--- config.mk ---
export PLATFORM = sky130hd
export DESIGN_NAME = hazard_control_flat
export DESIGN_NICKNAME = d
export VERILOG_FILES = /design/src/rtl/hazard_control_if.sv /design/src/rtl/hazard_control.sv /design/src/flat_wrapper.sv
export SDC_FILE = /design/constraint.sdc
export NUM_CORES = 1
export LEC_CHECK = 0
export CAP_MARGIN = 15
export CORE_AREA = 2 2 39 41
export DETAILED_ROUTE_END_ITERATION = 10
export DIE_AREA = 0 0 41 43
export SLEW_MARGIN = 20
export SYNTH_ARGS = -nofsm -noshare
export SYNTH_HDL_FRONTEND = slang
export SYNTH_SLANG_ARGS = --single-unit
--- constraint.sdc ---
create_clock -name clk -period 1.45 [get_ports clk]
set_input_delay 0.29 -clock clk [delete_from_list [all_inputs] [get_ports clk]]
set_output_delay 0.29 -clock clk [all_outputs]
set_load 0.005 [all_outputs]
--- src/rtl/hazard_control_if.sv ---
// Signal bundle between the pipeline and the hazard controller.
// The pipeline drives the master side; hazard_control sits on the slave side.
interface hazard_control_if;
    logic [1:0] rs_ID;
    logic [1:0] rt_ID;
    logic       use_rs_ID;
    logic       use_rt_ID;
    logic       d_readM_EX;
    logic       RegWrite_EX;
    logic [1:0] write_reg_addr_EX;
    logic       mispredict_EX;
    logic       isJump_ID;
    logic       i_mem_ready;
    logic       d_mem_req_MEM;
    logic       d_mem_ready;
    logic       is_halted_WB;

    logic       stall_PC;
    logic       stall_IF_ID;
    logic       stall_ID_EX;
    logic       stall_EX_MEM;
    logic       stall_MEM_WB;
    logic       flush_IF_ID;
    logic       flush_ID_EX;
    logic       flush_EX_MEM;
    logic       flush_MEM_WB;
    logic       pc_redirect;
    logic       halted;
    logic [1:0] state;

    modport master (
        output rs_ID, rt_ID, use_rs_ID, use_rt_ID, d_readM_EX, RegWrite_EX,
               write_reg_addr_EX, mispredict_EX, isJump_ID, i_mem_ready,
               d_mem_req_MEM, d_mem_ready, is_halted_WB,
        input  stall_PC, stall_IF_ID, stall_ID_EX, stall_EX_MEM, stall_MEM_WB,
               flush_IF_ID, flush_ID_EX, flush_EX_MEM, flush_MEM_WB,
               pc_redirect, halted, state
    );

    modport slave (
        input  rs_ID, rt_ID, use_rs_ID, use_rt_ID, d_readM_EX, RegWrite_EX,
               write_reg_addr_EX, mispredict_EX, isJump_ID, i_mem_ready,
               d_mem_req_MEM, d_mem_ready, is_halted_WB,
        output stall_PC, stall_IF_ID, stall_ID_EX, stall_EX_MEM, stall_MEM_WB,
               flush_IF_ID, flush_ID_EX, flush_EX_MEM, flush_MEM_WB,
               pc_redirect, halted, state
    );
endinterface

--- src/rtl/hazard_control.sv ---
// Pipeline hazard controller: stall/flush arbitration with a RUN/DMEM_WAIT/HALT FSM.
// Optional hazard statistics counters are enabled with the HAZARD_STATS_EN macro.
module hazard_control (
    input  logic              clk,
    input  logic              reset,
    hazard_control_if.slave   hc
`ifdef HAZARD_STATS_EN
    ,
    output logic [15:0]       mem_stall_cnt,
    output logic [15:0]       lu_stall_cnt,
    output logic [15:0]       flush_cnt
`endif
);

    typedef enum logic [1:0] {
        RUN       = 2'd0,
        DMEM_WAIT = 2'd1,
        HALT      = 2'd2,
        HALT_ALT  = 2'd3
    } state_t;

    state_t     state_r;
    state_t     next_state_s;
    logic       halted_r;
    logic       in_halt_s;
    logic       mem_wait_s;
    logic       load_use_s;
    logic [4:0] stall_vec_s;
    logic [3:0] flush_vec_s;
    logic       redirect_s;
    logic       mem_evt_s;
    logic       lu_evt_s;
    logic       flush_evt_s;

    // Encoding 3 is never produced but decodes as HALT for robustness.
    assign in_halt_s  = (state_r == HALT) || (state_r == HALT_ALT);
    assign mem_wait_s = (state_r == DMEM_WAIT) ||
                        ((state_r == RUN) && hc.d_mem_req_MEM && !hc.d_mem_ready);
    assign load_use_s = hc.d_readM_EX && hc.RegWrite_EX &&
                        ((hc.use_rs_ID && (hc.rs_ID == hc.write_reg_addr_EX)) ||
                         (hc.use_rt_ID && (hc.rt_ID == hc.write_reg_addr_EX)));

    // Next-state logic; a WB halt wins from any state and HALT is sticky.
    always_comb begin
        next_state_s = state_r;
        if (hc.is_halted_WB) begin
            next_state_s = HALT;
        end else begin
            case (state_r)
                RUN: begin
                    if (hc.d_mem_req_MEM && !hc.d_mem_ready) begin
                        next_state_s = DMEM_WAIT;
                    end else begin
                        next_state_s = RUN;
                    end
                end
                DMEM_WAIT: begin
                    if (hc.d_mem_ready) begin
                        next_state_s = RUN;
                    end else begin
                        next_state_s = DMEM_WAIT;
                    end
                end
                default: next_state_s = HALT;
            endcase
        end
    end

    // State register and halt flag; halted rises together with the HALT state.
    always_ff @(posedge clk or posedge reset) begin
        if (reset) begin
            state_r  <= RUN;
            halted_r <= 1'b0;
        end else begin
            state_r  <= next_state_s;
            halted_r <= (next_state_s == HALT);
        end
    end

    // Prioritised stall/flush selection; vectors are ordered PC..MEM_WB.
    always_comb begin
        stall_vec_s = 5'b00000;
        flush_vec_s = 4'b0000;
        redirect_s  = 1'b0;
        mem_evt_s   = 1'b0;
        lu_evt_s    = 1'b0;
        flush_evt_s = 1'b0;
        if (reset) begin
            flush_vec_s = 4'b1111;
        end else if (in_halt_s) begin
            stall_vec_s = 5'b11111;
        end else if (mem_wait_s) begin
            stall_vec_s = 5'b11110;
            flush_vec_s = 4'b0001;
            mem_evt_s   = 1'b1;
        end else if (hc.mispredict_EX) begin
            flush_vec_s = 4'b1100;
            redirect_s  = 1'b1;
            flush_evt_s = 1'b1;
        end else if (load_use_s) begin
            stall_vec_s = 5'b11000;
            flush_vec_s = 4'b0100;
            lu_evt_s    = 1'b1;
        end else if (hc.isJump_ID) begin
            flush_vec_s = 4'b1000;
            flush_evt_s = 1'b1;
        end else if (!hc.i_mem_ready) begin
            stall_vec_s = 5'b10000;
            flush_vec_s = 4'b1000;
        end else begin
            redirect_s  = 1'b0;
        end
    end

    assign hc.stall_PC     = stall_vec_s[4];
    assign hc.stall_IF_ID  = stall_vec_s[3];
    assign hc.stall_ID_EX  = stall_vec_s[2];
    assign hc.stall_EX_MEM = stall_vec_s[1];
    assign hc.stall_MEM_WB = stall_vec_s[0];
    assign hc.flush_IF_ID  = flush_vec_s[3];
    assign hc.flush_ID_EX  = flush_vec_s[2];
    assign hc.flush_EX_MEM = flush_vec_s[1];
    assign hc.flush_MEM_WB = flush_vec_s[0];
    assign hc.pc_redirect  = redirect_s;
    assign hc.halted       = halted_r;
    assign hc.state        = state_r;

`ifdef HAZARD_STATS_EN
    logic [15:0] mem_stall_cnt_r;
    logic [15:0] lu_stall_cnt_r;
    logic [15:0] flush_cnt_r;

    function automatic logic [15:0] sat_inc(input logic [15:0] v, input logic en);
        if (en && (v != 16'hFFFF)) begin
            sat_inc = v + 16'd1;
        end else begin
            sat_inc = v;
        end
    endfunction

    // Saturating event counters, frozen while halted.
    always_ff @(posedge clk or posedge reset) begin
        if (reset) begin
            mem_stall_cnt_r <= 16'd0;
            lu_stall_cnt_r  <= 16'd0;
            flush_cnt_r     <= 16'd0;
        end else if (!in_halt_s) begin
            mem_stall_cnt_r <= sat_inc(mem_stall_cnt_r, mem_evt_s);
            lu_stall_cnt_r  <= sat_inc(lu_stall_cnt_r, lu_evt_s);
            flush_cnt_r     <= sat_inc(flush_cnt_r, flush_evt_s);
        end else begin
            mem_stall_cnt_r <= mem_stall_cnt_r;
            lu_stall_cnt_r  <= lu_stall_cnt_r;
            flush_cnt_r     <= flush_cnt_r;
        end
    end

    assign mem_stall_cnt = mem_stall_cnt_r;
    assign lu_stall_cnt  = lu_stall_cnt_r;
    assign flush_cnt     = flush_cnt_r;
`endif

endmodule

--- src/flat_wrapper.sv ---
// flat-port wrapper written by rule: the top's interface ports become plain ports
module hazard_control_flat 
  (clk, reset, hc_rs_ID, hc_rt_ID, hc_use_rs_ID, hc_use_rt_ID, hc_d_readM_EX, hc_RegWrite_EX, hc_write_reg_addr_EX, hc_mispredict_EX, hc_isJump_ID, hc_i_mem_ready, hc_d_mem_req_MEM, hc_d_mem_ready, hc_is_halted_WB, hc_stall_PC, hc_stall_IF_ID, hc_stall_ID_EX, hc_stall_EX_MEM, hc_stall_MEM_WB, hc_flush_IF_ID, hc_flush_ID_EX, hc_flush_EX_MEM, hc_flush_MEM_WB, hc_pc_redirect, hc_halted, hc_state);
  hazard_control_if hc_i ();
  input  logic clk;
  input  logic reset;
  input wire logic [$bits(hc_i.rs_ID)-1:0] hc_rs_ID;
  input wire logic [$bits(hc_i.rt_ID)-1:0] hc_rt_ID;
  input wire logic [$bits(hc_i.use_rs_ID)-1:0] hc_use_rs_ID;
  input wire logic [$bits(hc_i.use_rt_ID)-1:0] hc_use_rt_ID;
  input wire logic [$bits(hc_i.d_readM_EX)-1:0] hc_d_readM_EX;
  input wire logic [$bits(hc_i.RegWrite_EX)-1:0] hc_RegWrite_EX;
  input wire logic [$bits(hc_i.write_reg_addr_EX)-1:0] hc_write_reg_addr_EX;
  input wire logic [$bits(hc_i.mispredict_EX)-1:0] hc_mispredict_EX;
  input wire logic [$bits(hc_i.isJump_ID)-1:0] hc_isJump_ID;
  input wire logic [$bits(hc_i.i_mem_ready)-1:0] hc_i_mem_ready;
  input wire logic [$bits(hc_i.d_mem_req_MEM)-1:0] hc_d_mem_req_MEM;
  input wire logic [$bits(hc_i.d_mem_ready)-1:0] hc_d_mem_ready;
  input wire logic [$bits(hc_i.is_halted_WB)-1:0] hc_is_halted_WB;
  output wire logic [$bits(hc_i.stall_PC)-1:0] hc_stall_PC;
  output wire logic [$bits(hc_i.stall_IF_ID)-1:0] hc_stall_IF_ID;
  output wire logic [$bits(hc_i.stall_ID_EX)-1:0] hc_stall_ID_EX;
  output wire logic [$bits(hc_i.stall_EX_MEM)-1:0] hc_stall_EX_MEM;
  output wire logic [$bits(hc_i.stall_MEM_WB)-1:0] hc_stall_MEM_WB;
  output wire logic [$bits(hc_i.flush_IF_ID)-1:0] hc_flush_IF_ID;
  output wire logic [$bits(hc_i.flush_ID_EX)-1:0] hc_flush_ID_EX;
  output wire logic [$bits(hc_i.flush_EX_MEM)-1:0] hc_flush_EX_MEM;
  output wire logic [$bits(hc_i.flush_MEM_WB)-1:0] hc_flush_MEM_WB;
  output wire logic [$bits(hc_i.pc_redirect)-1:0] hc_pc_redirect;
  output wire logic [$bits(hc_i.halted)-1:0] hc_halted;
  output wire logic [$bits(hc_i.state)-1:0] hc_state;
  assign hc_i.rs_ID = hc_rs_ID;
  assign hc_i.rt_ID = hc_rt_ID;
  assign hc_i.use_rs_ID = hc_use_rs_ID;
  assign hc_i.use_rt_ID = hc_use_rt_ID;
  assign hc_i.d_readM_EX = hc_d_readM_EX;
  assign hc_i.RegWrite_EX = hc_RegWrite_EX;
  assign hc_i.write_reg_addr_EX = hc_write_reg_addr_EX;
  assign hc_i.mispredict_EX = hc_mispredict_EX;
  assign hc_i.isJump_ID = hc_isJump_ID;
  assign hc_i.i_mem_ready = hc_i_mem_ready;
  assign hc_i.d_mem_req_MEM = hc_d_mem_req_MEM;
  assign hc_i.d_mem_ready = hc_d_mem_ready;
  assign hc_i.is_halted_WB = hc_is_halted_WB;
  assign hc_stall_PC = hc_i.stall_PC;
  assign hc_stall_IF_ID = hc_i.stall_IF_ID;
  assign hc_stall_ID_EX = hc_i.stall_ID_EX;
  assign hc_stall_EX_MEM = hc_i.stall_EX_MEM;
  assign hc_stall_MEM_WB = hc_i.stall_MEM_WB;
  assign hc_flush_IF_ID = hc_i.flush_IF_ID;
  assign hc_flush_ID_EX = hc_i.flush_ID_EX;
  assign hc_flush_EX_MEM = hc_i.flush_EX_MEM;
  assign hc_flush_MEM_WB = hc_i.flush_MEM_WB;
  assign hc_pc_redirect = hc_i.pc_redirect;
  assign hc_halted = hc_i.halted;
  assign hc_state = hc_i.state;
  hazard_control u_core (.clk(clk), .reset(reset), .hc(hc_i));
endmodule
==> flow_metrics.tcl, run 1 <==
set metrics [dict create \
    drv_slew 0 \
    timing.final.ws_setup_ns -0.203 \
    layout_common_cells "dlygate4sd2_1 (9), buf_4 (9), clkdlybuf4s50_1 (6)" \
    drt-pass1-iter-count 2 \
    cp_slowest_cell "dfrtp_1" \
    layout-drive-gt1-share_pct 47.3 \
    antenna_found_initial 0 \
    fin_crit_ns 1.65 \
    leakage_uw 0.000303 \
    path_cells "a211oi_2 > nor2_2 > buf_4 > and3b_1 > buf_2" \
    seq_area_um2 50.0 \
    vias 375 \
    rsz0062_at_grt "true" \
    fin_area_um2 634 \
    worstSetupPathType "register to output pin" \
    max_freq_ghz 0.605 \
    worstPathArrival_ns 1.36 \
    path_depth 5 \
    cpPeakStageDelay_ns 0.37 \
    die_w_um 41 \
    chipHeight_um 43 \
    clock_skew_ns 0.00199 \
    avgSynthCellArea_um2 7.58 \
    outcome "finished with violations" \
    final_nets 94 \
    cp_max_fo 3 \
    drtAntennaViolNets 0 \
    cts_sinks 2 \
    cap_violations 0 \
    overflow 0 \
    grt_max_degree 8 \
    start_util_pct 18.6 \
    track_usage_pct 10.2 \
    setup_violations 10 \
    multi_input_area_um2 200 \
    ff2ff_setup_slack_ns 0.42 \
    ys_seq_elements 2 \
    min-delay-path-class "input port to async pin" \
    p_per_area_mw_per_mm2 454 \
    cts_buffer_depth 2 \
    worst-path-buf-inv 2 \
    yosysSeqAreaShare_pct 19.4 \
    place_congestion 0.617 \
    cts.clk_slew.worst_paths_ns 0.03 \
    place_area_um2 593 \
    grt_pass1_vias 341 \
    port_buffers 30 \
    htree_levels 1 \
    startpoint "u_core.hc.halted$_DFF_PP0_" \
    r2r_cells 5 \
    cp_top_family "flip-flops" \
    grt_pass1_wl_mm 1.20 \
    clockRootBuffer "clkbuf_4" \
    clk_latency_ns 0.22 \
    numCtsBuffers 3 \
    drt_iter0_drc 2 \
    failed_checks "setup timing" \
    hold_viol 0 \
    n_antenna_cell 0 \
    fin_util_pct 45.8 \
    syn_area_um2 258 \
    hpwl_um 637 \
    core_mm2 0.00138 \
    syn_inst 34 \
    worstMarginPinSlew_ns 0.236 \
    yosysWarningCount 0 \
    syn_nets 52 \
    drt_wl_total_um 831 \
    worst_setup_path_start_kind "register" \
    rows 14 \
    critPathRequiredTime_ns 1.16 \
    area_delta_synth_final_pct 146 \
    fillerInstances 153 \
    cts_tree "done" \
    via_per_inst 4.17 \
    slew_headroom_pct 84.3 \
    peakVddDrop_v 0.000232 \
    die_area_mm2 0.00176 \
    synthDistinctLibCells 20 \
    drc_errors 0 \
    final_min_period_over_clock_period_pct 114 \
    avgRoutedWirePerCell_um 9.23 \
    end_kind "output pin" \
    r2r-start "u_core.hc.state[0]$_DFF_PP0_" \
    hold_ws_ns 0.225 \
    io_pins 31 \
]
-- stage by stage --
step / total power, uW / setup slack, ns / cells / setup TNS (ns)
global route: 314 / -0.288 / 90 / -1.51
CTS: 300 / -0.205 / 89 / -0.927
detailed placement: 177 / -0.730 / 82 / -5.73
floorplan: 91.2 / 0.191 / 34 / 0
finish: 288 / -0.203 / 90 / -0.821
global placement: 176 / -0.731 / 82 / -5.67
-- final timing paths --
check / endpoint
max in group asynchronous: u_core.hc.state[0]$_DFF_PP0_
hold / removal: u_core.hc.halted$_DFF_PP0_
hold reg to reg: u_core.hc.halted$_DFF_PP0_
setup reg to reg: u_core.hc.state[0]$_DFF_PP0_
setup / recovery: hc_flush_IF_ID
min in group clk: u_core.hc.state[0]$_DFF_PP0_
-- cell families after synthesis --
family,after synthesis,synth area share (%)
and+or+nand+nor,17,39.3
AOI/OAI and AO/OA,6,16.0
buffers and inverters,5,11.7
xor gates and xnor gates,4,13.6
DFF,2,19.4
-- Yosys cell counts --
cell      count  area (um^2)
nor3_1        2         10.0
nor3_2        2         20.0
nand3b_1      1         7.51
buf_4         3         22.5
o21ai_1       1         5.00
a21oi_1       2         10.0
nand2b_1      1         6.26
inv_1         2         7.51
nand3_1       2         10.0
nor2_1        4         15.0
dfrtp_1       2         50.1
and3b_1       1         8.76
xor2_1        4         35.0
nand2_1       1         3.75
o21ai_2       1         8.76
or2_1         1         6.26
o21ai_0       1         5.00
nor3b_1       1         7.51
a211oi_2      1         12.5
nor2b_1       1         6.26
-- sequential cells by signal (all words and copies together), names as in the netlist --
register,count
u_core.hc.halted,1
u_core.hc.state,1
-- where the power goes --
| part | internal (uW) | switching (uW) |
|---|---|---|
| clock network | 91.4 | 32.3 |
| registers | 56.3 | 0.0000000000000587 |
| logic | 66.2 | 41.9 |
-- metal layers --
layer / vias to the layer above / global-route usage, % / part of all wire (%)
met2: 13 / 16.3 / 56
met1: 167 / 10.3 / 37
met4: 0 / 8.00 / 0
met3: 0 / 3.14 / 6.9
met5: - / 0 / 0
li1: 195 / - / -
-- cell type report --
cell class / instances / share of cell area [%]
inverter: 2 / 1.18
timing repair buffer: 40 / 52.7
tap: 16 / 3.16
clock buffer: 3 / 3.55
multi-input combinational: 27 / 31.6
sequential: 2 / 7.89
-- tightest hold or removal path, cell delays in order --
cell,delay [ns]
clkdlybuf4s15_2,0.24
inv_1,0.11
buf_4,0.12
-- repair_timing --
item / in CTS / in global routing
pin swaps: 14 / 7
setup endpoints to repair: 13 / 12
endpoints found under the hold margin: 0 / 0
setup buffers: 4 / 2
resized for setup: 58 / 9
hold buffers: 0 / 0
Note: power is estimated with default switching activity, not from simulation.
==> run 2: changes to the inputs <==
Settings changed: CTS_CLUSTER_DIAMETER set to 150, PLACE_DENSITY set to 0.72, SLEW_MARGIN 20 to 30.
==> run 2 against run 1 <==
The run still ends with setup timing left. Sequential power is essentially flat. Die area is the same. Combinational power is essentially flat. Routed wire length is 3.6% higher. Non-clock buffer count unchanged. Critical path type unchanged. Flip-flop and latch count did not move. Sequential share of layout area fell by 0.15 points. Power fell by 0.57%. Count of clock-buffer cells in the layout stayed put. First-iteration DRC count decreased by 100%. Critical endpoint unchanged. Core utilization grew 2.1 points.
==> flow_metrics.tcl, run 2 (synthesis gave the netlist of run 1 again) <==
set metrics [dict create \
    outcome "finished with violations" \
    failed_checks "setup timing" \
    dp_slack_ns -0.765 \
    max_freq_ghz 0.640 \
    final_nets 94 \
    end_kind "output pin" \
    drt_iter0_drc 0 \
    p_per_area_mw_per_mm2 432 \
    vias 381 \
    fin_crit_ns 1.56 \
    grtUsageMet3_pct 3.14 \
    rsz0062_at_grt "true" \
    worstMarginPinSlew_ns 0.199 \
    drc_errors 0 \
    hpwl_um 605 \
    ff2ff_setup_slack_ns 0.30 \
    grt_pass1_vias 359 \
    n_antenna_cell 0 \
    drtAntennaViolNets 0 \
    worstSetupPathType "register to output pin" \
    cts_buffer_depth 2 \
    critPathRequiredTime_ns 1.16 \
    start_util_pct 18.6 \
    drt_wl_total_um 861 \
    worst_setup_path_start_kind "register" \
    slew_headroom_pct 86.6 \
    track_usage_pct 11.5 \
    leakage_uw 0.000307 \
    setup_violations 7 \
    place_area_um2 578 \
    avgRoutedWirePerCell_um 9.57 \
    rows 14 \
    peakVddDrop_v 0.000255 \
    io_pins 31 \
    use_met1_pct 12.0 \
    fillerInstances 151 \
    clock_skew_ns 0.000112 \
    min-delay-path-class "input port to async pin" \
    gr-usage-met2_pct 17.5 \
    port_buffers 30 \
    multi_input_area_um2 220 \
    final_min_period_over_clock_period_pct 108 \
    place_congestion 0.700 \
    cp_max_fo 4 \
    cts_tree "done" \
    chipHeight_um 43 \
    worstPathArrival_ns 1.27 \
    r2r-start "u_core.hc.halted$_DFF_PP0_" \
    cap_violations 0 \
    overflow 0 \
    seq_area_um2 51.3 \
    core_mm2 0.00138 \
    via_per_inst 4.23 \
    fin_area_um2 663 \
    r2r-end "u_core.hc.state[0]$_DFF_PP0_" \
    area_delta_synth_final_pct 157 \
    grt_max_degree 8 \
    htree_levels 1 \
    drv_slew 0 \
    antenna_found_initial 0 \
    final_common_cell "dlygate4sd2_1" \
    r2r_cells 4 \
    die_w_um 41 \
    p_total_uw 286 \
    drt-pass1-iter-count 1 \
    numCtsBuffers 3 \
    die_area_mm2 0.00176 \
    hold_viol 0 \
    busiest_layer "met2" \
    cts_sinks 2 \
    clk_latency_ns 0.22 \
    clockRootBuffer "clkbuf_4" \
    fin_util_pct 47.9 \
    layout_common_cells "dlygate4sd2_1 (9), buf_2 (7), buf_6 (6), buf_4 (6)" \
    grt_pass1_wl_mm 1.34 \
    cts.clk_slew.worst_paths_ns 0.03 \
    timing.final.ws_setup_ns -0.113 \
    layout-drive-gt1-share_pct 52.7 \
]
-- run 2: cell count changes in the layout (fill, tap and decap cells not counted), moves of 2 or more --
| cell | delta |
|---|---|
| buf_2 | +2 |
| buf_4 | -3 |
| buf_6 | +3 |
| clkdlybuf4s50_1 | -2 |
-- run 2: critical path, stage by stage, from the launching register on --
cell and delay [ns]:
dfrtp_2 0.42, a211oi_4 0.24, nor2_2 0.08, and3b_1 0.20, buf_2 0.11
-- run 2: routing by layer --
layer  vias to the layer above  part of all wire, %  routed length, um
met2                        12                   57                494
met5                         -                    0                  0
li1                        194                    -                  -
met1                       175                   35                302
met4                         0                    0                  0
met3                         0                  7.5                 65
-- run 2: how the worst max path moves through the flow --
stage / endpoint / cells after the start / from
2_1_floorplan: hc_flush_IF_ID / 3 / u_core.hc.halted$_DFF_PP0_
3_3_place_gp: hc_flush_ID_EX / 6 / hc_write_reg_addr_EX[1]
3_5_place_dp: hc_flush_IF_ID / 6 / hc_d_mem_ready
4_1_cts: hc_flush_IF_ID / 5 / hc_mispredict_EX
5_1_grt: hc_flush_IF_ID / 4 / u_core.hc.state[0]$_DFF_PP0_
6_report: hc_flush_IF_ID / 4 / u_core.hc.state[0]$_DFF_PP0_
-- run 2: cell type report --
type | count | share of cell area, %
repair buffers | 40 | 51.5
multi-input cells | 27 | 33.2
flip-flops and latches | 2 | 7.74
clock buffers | 3 | 3.40
well taps | 16 | 3.02
inverters | 2 | 1.13
-- run 2: power breakdown --
part | internal [uW] | switching, uW
clock network | 91.5 | 33.6
logic | 61.6 | 43.4
registers | 56.2 | 0.000000000000110
-- run 2: per-stage QoR --
step / TNS [ns] / instances / hold WS, ns
final: -0.426 / 90 / 0.269
after detailed placement: -5.55 / 80 / 0.650
after CTS: -0.527 / 88 / 0.249
after floorplan: 0 / 34 / 0.0381
after global placement: -5.37 / 80 / 0.628
after global routing: -0.866 / 90 / 0.306
-- run 2: timing repair --
| action | in CTS | in global routing |
|---|---|---|
| hold buffers | 0 | 0 |
| resized for setup | 75 | 5 |
| pin swaps | 14 | 8 |
| buffers inserted | 5 | 2 |
| endpoints found under the setup margin | 13 | 9 |
==> run 3: changes to the inputs <==
Settings changed: SKIP_CTS_REPAIR_TIMING set to 1.
==> run 3 against run 2 <==
The run still ends with setup timing left. Cell area up 8.9%. Clock power about the same. Sequential share of layout area down 0.63 points. Critical path depth up 1. Sequential power about the same. Worst setup slack worse by 0.099 ns. Via count down 1.6%. Routed wire length up 15%. Non-clock buffer count down 3. Largest power group unchanged.
==> flow_metrics.tcl, run 3 (synthesis gave the netlist of run 1 again) <==
set metrics [dict create \
    n_antenna_cell 0 \
    core_mm2 0.00138 \
    clk_latency_ns 0.22 \
    layout_common_cells "dlymetal6s2s_1 (17), clkbuf_2 (6), clkdlybuf4s50_1 (5), buf_4 (5), xor2_2 (4)" \
    fin_util_pct 52.2 \
    chipHeight_um 43 \
    layout-drive-gt1-share_pct 49.3 \
    die_area_mm2 0.00176 \
    outcome "finished with violations" \
    vias 375 \
    antenna_found_initial 0 \
    rsz0062_at_grt "true" \
    drt_iter0_drc 1 \
    place_area_um2 578 \
    drv_slew 0 \
    leakage_uw 0.000420 \
    min-delay-path-class "input port to async pin" \
    track_usage_pct 9.95 \
    final_cells 87 \
    drtAntennaViolNets 0 \
    critPathRequiredTime_ns 1.16 \
    drt-pass1-iter-count 2 \
    grt_pass1_vias 312 \
    fin_area_um2 722 \
    cap_violations 0 \
    tns_ns -0.741 \
    drc_errors 0 \
    worstSetupPathType "register to output pin" \
    timing.final.ws_setup_ns -0.212 \
    r2r_cells 4 \
    setup_violations 7 \
    worstMarginPinSlew_ns 0.263 \
    failed_checks "setup timing" \
    rows 14 \
    worst_setup_path_start_kind "register" \
    cts_buffer_depth 2 \
    drt_wl_total_um 990 \
    clock_skew_ns 0.0000830 \
    numCtsBuffers 3 \
    slew_headroom_pct 82.4 \
    htree_levels 1 \
    final_nets 91 \
    r2r-start "u_core.hc.halted$_DFF_PP0_" \
    fin_crit_ns 1.66 \
    via_per_inst 4.31 \
    max_freq_ghz 0.602 \
    hpwl_um 605 \
    worstPathArrival_ns 1.37 \
    avgRoutedWirePerCell_um 11.4 \
    p_per_area_mw_per_mm2 420 \
    port_buffers 30 \
    io_pins 31 \
    cts_tree "done" \
    end_kind "output pin" \
    place_congestion 0.700 \
    seq_area_um2 51.3 \
    cp_max_fo 5 \
    die_w_um 41 \
    final_common_cell "dlymetal6s2s_1" \
    clockRootBuffer "clkbuf_4" \
    cts.clk_slew.worst_paths_ns 0.03 \
    dp_slack_ns -0.765 \
    grt_max_degree 8 \
    peakVddDrop_v 0.000240 \
    overflow 0 \
    multi_input_area_um2 258 \
    area_delta_synth_final_pct 180 \
    hold_viol 0 \
    grt_pass1_wl_mm 1.15 \
    r2r-end "u_core.hc.state[0]$_DFF_PP0_" \
    fillerInstances 141 \
    ff2ff_setup_slack_ns 0.35 \
    place_inst 80 \
    final_min_period_over_clock_period_pct 115 \
    start_util_pct 18.6 \
    cts_sinks 2 \
]
==> run 3: changes by cell type in the layout (fill, tap and decap cells not counted), moves of 2 or more <==
cell	delta
dlymetal6s2s_1	+16
dlygate4sd2_1	-9
buf_2	-5
buf_6	-4
clkbuf_2	+4
xor2_1	-4
xor2_2	+4
clkdlybuf4s15_1	-3
clkdlybuf4s15_2	-2
nor3_2	-2
nor3_4	+2
==> run 3: critical path, stage by stage (launching register included) <==
cell,delay (ns)
dfrtp_1,0.37
buf_4,0.14
a211oi_4,0.23
nor2_2,0.09
and3b_1,0.21
clkbuf_2,0.11
==> run 3: report_power, final <==
part | internal, uW | switching [uW] | total (uW) | leakage, uW
combinational | 68.9 | 53.5 | 122 | 0.000385
clock | 91.5 | 33.3 | 125 | 0.0000138
sequential | 56.2 | 0.0000000000000621 | 56.2 | 0.0000210
total | 217 | 86.8 | 303 | 0.000420
==> run 3: how the worst max path moves through the flow <==
stage / start / endpoint / slack [ns] / cells past startpoint
detailed placement: hc_d_mem_ready / hc_flush_IF_ID / -0.77 / 6
finish: u_core.hc.halted$_DFF_PP0_ / hc_flush_IF_ID / -0.21 / 5
CTS: hc_d_mem_ready / hc_flush_IF_ID / -0.77 / 6
floorplan: u_core.hc.halted$_DFF_PP0_ / hc_flush_IF_ID / 0.19 / 3
global placement: hc_write_reg_addr_EX[1] / hc_flush_ID_EX / -0.73 / 6
global route: u_core.hc.halted$_DFF_PP0_ / hc_flush_IF_ID / -0.26 / 5
==> run 3: cell type report <==
cell class	instances	share of cell area (%)
clock buffer	3	3.12
inverter	2	1.04
multi-input combinational	27	35.7
sequential	2	7.11
tap	16	2.77
timing repair buffer	37	50.3
==> run 3: metal layers <==
layer	GRT usage, %	vias to the layer above	share of wire [%]
met3	3.14	0	6.2
met4	10.0	0	0
met1	10.6	178	31
li1	-	185	-
met2	14.1	12	63
met5	0	-	0
==> run 3: per-stage QoR <==
step	total power (uW)	hold WS [ns]
after CTS	307	0.480
after detailed placement	173	0.650
final	303	0.178
after global placement	172	0.628
after floorplan	91.2	0.0381
after global routing	328	0.226
